**src/rtl/data_sram_like_bridge.sv**
```systemverilog
// data_sram_like_bridge
//   Memory-side end of the data-memory port. Accepts one load/store per
//   instruction from EX and formats store byte lanes and strobes. It then runs
//   a two-phase handshake (addr_ok, then data_ok) to a multi-cycle data memory.
//   The pipeline is held through stallreq until the access completes. The raw
//   32-bit read word is returned; MEM does the byte/half extraction.
//
// Ports
//   clk, resetn        clock (rising edge) and asynchronous active-low reset
//   cpu_en/wr/size     access request from EX (size 0=byte 1=half 2/3=word)
//   cpu_addr/wdata     byte address and right-aligned store data
//   cpu_flush          cancel the current instruction
//   stallreq           hold pipeline stages up to EX
//   cpu_rdata          raw read word of the last completed load
//   cpu_rdata_valid    one-cycle pulse when an access finishes
//   addr_err           one-cycle pulse with rdata_valid for a misaligned access
//   mem_req/wr/size    request to memory, held until mem_addr_ok
//   mem_addr           unmodified byte address
//   mem_wstrb/wdata    byte-lane strobes and lane-replicated store data
//   mem_addr_ok        request accepted this cycle
//   mem_data_ok        read data valid / write complete this cycle
//   mem_rdata          read data from memory
module data_sram_like_bridge #(
  parameter int ADDR_WIDTH = 32,
  parameter int DATA_WIDTH = 32
) (
  input  logic                  clk,
  input  logic                  resetn,
  input  logic                  cpu_en,
  input  logic                  cpu_wr,
  input  logic [1:0]            cpu_size,
  input  logic [ADDR_WIDTH-1:0] cpu_addr,
  input  logic [DATA_WIDTH-1:0] cpu_wdata,
  input  logic                  cpu_flush,
  output logic                  stallreq,
  output logic [DATA_WIDTH-1:0] cpu_rdata,
  output logic                  cpu_rdata_valid,
  output logic                  addr_err,
  output logic                  mem_req,
  output logic                  mem_wr,
  output logic [1:0]            mem_size,
  output logic [ADDR_WIDTH-1:0] mem_addr,
  output logic [3:0]            mem_wstrb,
  output logic [DATA_WIDTH-1:0] mem_wdata,
  input  logic                  mem_addr_ok,
  input  logic                  mem_data_ok,
  input  logic [DATA_WIDTH-1:0] mem_rdata
);

  typedef enum logic [1:0] {IDLE, REQ, WAIT, DONE} state_t;

  state_t                state;
  logic                  cancel;
  logic                  misaligned;
  logic [3:0]            wstrb_next;
  logic [DATA_WIDTH-1:0] wdata_next;

  // Store formatting and alignment check on the incoming request. Size 3 is
  // handled like a word. Loads never drive strobes.
  always_comb begin
    misaligned = 1'b0;
    wstrb_next = 4'b0000;
    wdata_next = cpu_wdata;
    case (cpu_size)
      2'd0: begin
        wstrb_next = 4'b0001 << cpu_addr[1:0];
        wdata_next = {4{cpu_wdata[7:0]}};
      end
      2'd1: begin
        misaligned = cpu_addr[0];
        wstrb_next = cpu_addr[1] ? 4'b1100 : 4'b0011;
        wdata_next = {2{cpu_wdata[15:0]}};
      end
      default: begin
        misaligned = (cpu_addr[1:0] != 2'b00);
        wstrb_next = 4'b1111;
      end
    endcase
    if (!cpu_wr) wstrb_next = 4'b0000;
  end

  // Stall is gated by resetn so that a mid-transaction reset releases the
  // pipeline immediately, even while EX still presents cpu_en.
  assign stallreq = resetn &
                    (((state == IDLE) & cpu_en & ~cpu_flush) |
                     (state == REQ) | (state == WAIT));

  // Handshake FSM. The mem_* request registers are loaded once in IDLE and
  // stay stable through REQ. A flush during REQ/WAIT only marks the access as
  // cancelled: the issued transaction still has to drain on data_ok, because
  // the memory cannot take a request back.
  always_ff @(posedge clk or negedge resetn) begin
    if (!resetn) begin
      state           <= IDLE;
      cancel          <= 1'b0;
      cpu_rdata       <= '0;
      cpu_rdata_valid <= 1'b0;
      addr_err        <= 1'b0;
      mem_req         <= 1'b0;
      mem_wr          <= 1'b0;
      mem_size        <= 2'd0;
      mem_addr        <= '0;
      mem_wstrb       <= 4'b0000;
      mem_wdata       <= '0;
    end else begin
      case (state)
        IDLE: begin
          cpu_rdata_valid <= 1'b0;
          addr_err        <= 1'b0;
          cancel          <= 1'b0;
          if (cpu_en && !cpu_flush) begin
            mem_wr    <= cpu_wr;
            mem_size  <= cpu_size;
            mem_addr  <= cpu_addr;
            mem_wstrb <= wstrb_next;
            mem_wdata <= wdata_next;
            if (misaligned) begin
              cpu_rdata_valid <= 1'b1;
              addr_err        <= 1'b1;
              state           <= DONE;
            end else begin
              mem_req <= 1'b1;
              state   <= REQ;
            end
          end
        end
        REQ: begin
          if (cpu_flush) cancel <= 1'b1;
          if (mem_addr_ok) begin
            mem_req <= 1'b0;
            state   <= WAIT;
          end
        end
        WAIT: begin
          if (mem_data_ok) begin
            if (cancel || cpu_flush) begin
              cancel <= 1'b0;
              state  <= IDLE;
            end else begin
              if (!mem_wr) cpu_rdata <= mem_rdata;
              cpu_rdata_valid <= 1'b1;
              state           <= DONE;
            end
          end else if (cpu_flush) begin
            cancel <= 1'b1;
          end
        end
        DONE: begin
          cpu_rdata_valid <= 1'b0;
          addr_err        <= 1'b0;
          state           <= IDLE;
        end
        default: state <= IDLE;
      endcase
    end
  end

endmodule
```
**config.mk**
```make
export PLATFORM = sky130hd
export DESIGN_NAME = data_sram_like_bridge
export DESIGN_NICKNAME = d
export VERILOG_FILES = /design/src/rtl/data_sram_like_bridge.sv
export SDC_FILE = /design/constraint.sdc
export NUM_CORES = 1
export LEC_CHECK = 0
export BUFFER_PORTS_ARGS = -buffer_cell sky130_fd_sc_hd__buf_2
export CAP_MARGIN = 20
export CORE_MARGIN = 3
export CORE_UTILIZATION = 30
export CTS_CLUSTER_SIZE = 16
export DETAILED_ROUTE_END_ITERATION = 16
export GPL_TIMING_DRIVEN = 0
export PLACE_DENSITY = 0.55
export SLEW_MARGIN = 10
export SYNTH_ARGS = -nofsm -noshare
export SYNTH_HDL_FRONTEND = slang
export SYNTH_SLANG_ARGS = --single-unit
export TNS_END_PERCENT = 50
```
**constraint.sdc**
```tcl
create_clock -name clk -period 6.85 [get_ports clk]
set_clock_uncertainty 0.2 [all_clocks]
set_input_delay 1.7125 -clock clk [delete_from_list [all_inputs] [get_ports clk]]
set_output_delay 1.7125 -clock clk [all_outputs]
set_load 0.1 [all_outputs]
```
==> reports/results.txt <==
status = finished clean
worst path bufs/invs = 4
Post-CTS Resized = 0
Residual DRC = 0
Crit Path Max Fanout = 10
final count of hold timing violations = 0
Slowest cell on crit path = clkbuf_1
final worst-path cycle share = 79.56%
crit path time final = 5450 ps
clk sinks = 109
Mapped Area = 4751 µm²
Synth area leaders = dfrtp_1 (57%), nand2_1 (12%), mux2_4 (9.5%), mux2i_1 (5.3%), o21ai_0 (3.4%)
Routability Congestion = 0.7532
Ports = 212
top cells by count, synth = nand2_1 (156), dfrtp_1 (109), o21ai_0 (32)
routed len/inst = 15.69 µm
Yosys reg bits = 109
overall routing resource usage = 15.66%
WS Path Type = input pin to primary output
most frequent cell after synthesis = nand2_1
fraction of registers with async set or reset after synthesis = 100.0%
Ant. Diodes = 0
post-CTS setup buffer count = 0
top_reg_cell synth = dfrtp_1
Avg Cell Area, Syn = 11.07 µm²
final wirelength = 13.62 mm
Syn Nets = 539
Die X = 131.8 µm
hold slack = 270.5 ps
Critical Path End Type = primary output
Critical Path AT = 3540 ps
hold_buf cts = 0
r2r startpoint = state[0]
Layout Nets = 762
first-pass GRT wire length = 21.65 mm
CTS tree = yes
initial DRC count = 153
unrepaired setup endpoints after global routing = false
CTS H-tree lvls = 3
FILL cells = 1,520
Max Cap Viol = 0
Core ar. = 15,370 µm²
Hold/Removal Path Class = flop to flop
Clock Latency Late Sink = 350 ps
Vias = 3,913
EDFF count, synth = 0
Max stage delay on crit path = 520 ps
# port buffers = 211
clock buffer count from CTS = 9
total gr overflow = 0
synth-to-layout area growth = 34.69%
synthesis warning total = 0
slew margin rel. = 36.47%
CP delay by family, top = buffers and inverters
largest net degree at the start of global routing = 63
Setup TNS = 0 ps
router iterations before antenna repair = 4
die footprint = 17,380 µm²
row count = 45
Worst Setup Start Kind = input pin
Clk pin slew, worst setup/hold paths = 70 ps
Hold Crit Start = mem_addr[21]
Max Clock Freq = 183.5 MHz
dpl cell area = 6105 µm²
Vias per Instance = 4.508
ANT nets after route = 0
Unique masters post-synth = 33
register area share after synthesis = 57.41%
CP startpoint = cpu_flush
post-DP HPWL = 10.40 mm
Die H = 131.8 µm
Slew Viols, Final = 0
vias in the first global route = 3,949
clk root buf = clkbuf_16
clk buf depth = 2
layout cell share with drive strength beyond 1 = 41.55%
synthesized instance count = 429
measured slew at the worst slew-check pin = 949.5 ps
initial antenna violation count = 0
post-route cell area = 6399 µm²
final setup violation count = 0
crit-path cells = buf_2 > and3b_1 > clkbuf_1 > clkbuf_1 > o31a_1 > buf_2
top cell type's share of synthesized area = 57.41%
initial core utilization = 30.91%
Synth area leader = dfrtp_1
Data required, critical path = 4940 ps
[through the flow]
stage | util [%] | worst slack [ps] | instances
after detailed placement | 39.72 | 1337 | 852
after CTS | 41.63 | 1336 | 868
final | 41.63 | 1400 | 868
after global placement | 39.50 | 584.0 | 851
after floorplan | - | 1672 | 429
after global routing | 41.63 | 1282 | 868
[flip-flops by register name, indices dropped and copies added, names as in the netlist]
name and count:
cancel 1, mem_wdata 32, cpu_rdata_valid 1, cpu_rdata 32
mem_wr 1, addr_err 1, state 2, mem_wstrb 4
mem_req 1, mem_size 2, mem_addr 32
[area by class of cell]
type	count	area [µm²]	share of cell area (%)
Buffer	22	138.9	2.171
Clock buffer	12	246.5	3.852
Clock inverter	4	47.55	0.7431
Inverter	5	18.77	0.2933
Multi-Input combinational cell	293	1866	29.16
Sequential cell	109	2728	42.63
Tap cell	211	264.0	4.126
Timing Repair Buffer	212	1090	17.03
[worst reg2reg max path: cells and delay by family (launching register included)]
family | cells | cell delay (ps)
flops | 1 | 410
fa+ha+maj | 1 | 270
buf+inv | 4 | 1470
simple gates | 3 | 390
[path summary, 6_finish.rpt]
check                               endpoint  slack, ps  cells past startpoint
worst min-delay path            mem_addr[21]        270                      2
min in group asynchronous           addr_err       1100                      1
worst min register to register  mem_addr[21]        270                      2
worst max register to register  mem_wdata[0]       4050                      8
worst max-delay path                stallreq       1400                      6
max in group asynchronous       cpu_rdata[7]       4680                      2
[routing by layer]
metal	vias up	track usage (%)	wire length [µm]
met5	-	0	0
met4	0	5.426	205
met3	18	4.618	1011
met2	165	24.87	6317
met1	1864	20.53	6086
li1	1866	-	-
[logic make-up after synthesis]
logic type | Yosys count | share of synthesized area, %
compound gates | 53 | 6.426
fa+ha+maj | 5 | 1.317
buf+inv | 27 | 3.318
flops | 109 | 57.41
mux | 65 | 17.12
simple gates | 170 | 14.41
[placed cells by master (no fill, tap or decap), types with 2 or more instances in the layout]
cell	instances
a21oi_1	9
a2bb2oi_1	2
and3b_1	2
buf_1	6
buf_12	3
buf_2	210
buf_6	2
clkbuf_1	14
clkbuf_16	9
clkinv_2	2
dfrtp_1	109
ha_1	5
inv_1	5
mux2_2	10
mux2_4	30
mux2i_1	25
nand2_1	156
nand2b_1	2
nor2_1	2
nor2b_1	3
o21ai_0	32
Power is not shown: default switching activity piles up to over one toggle a cycle in this logic, so the estimate is an artifact.
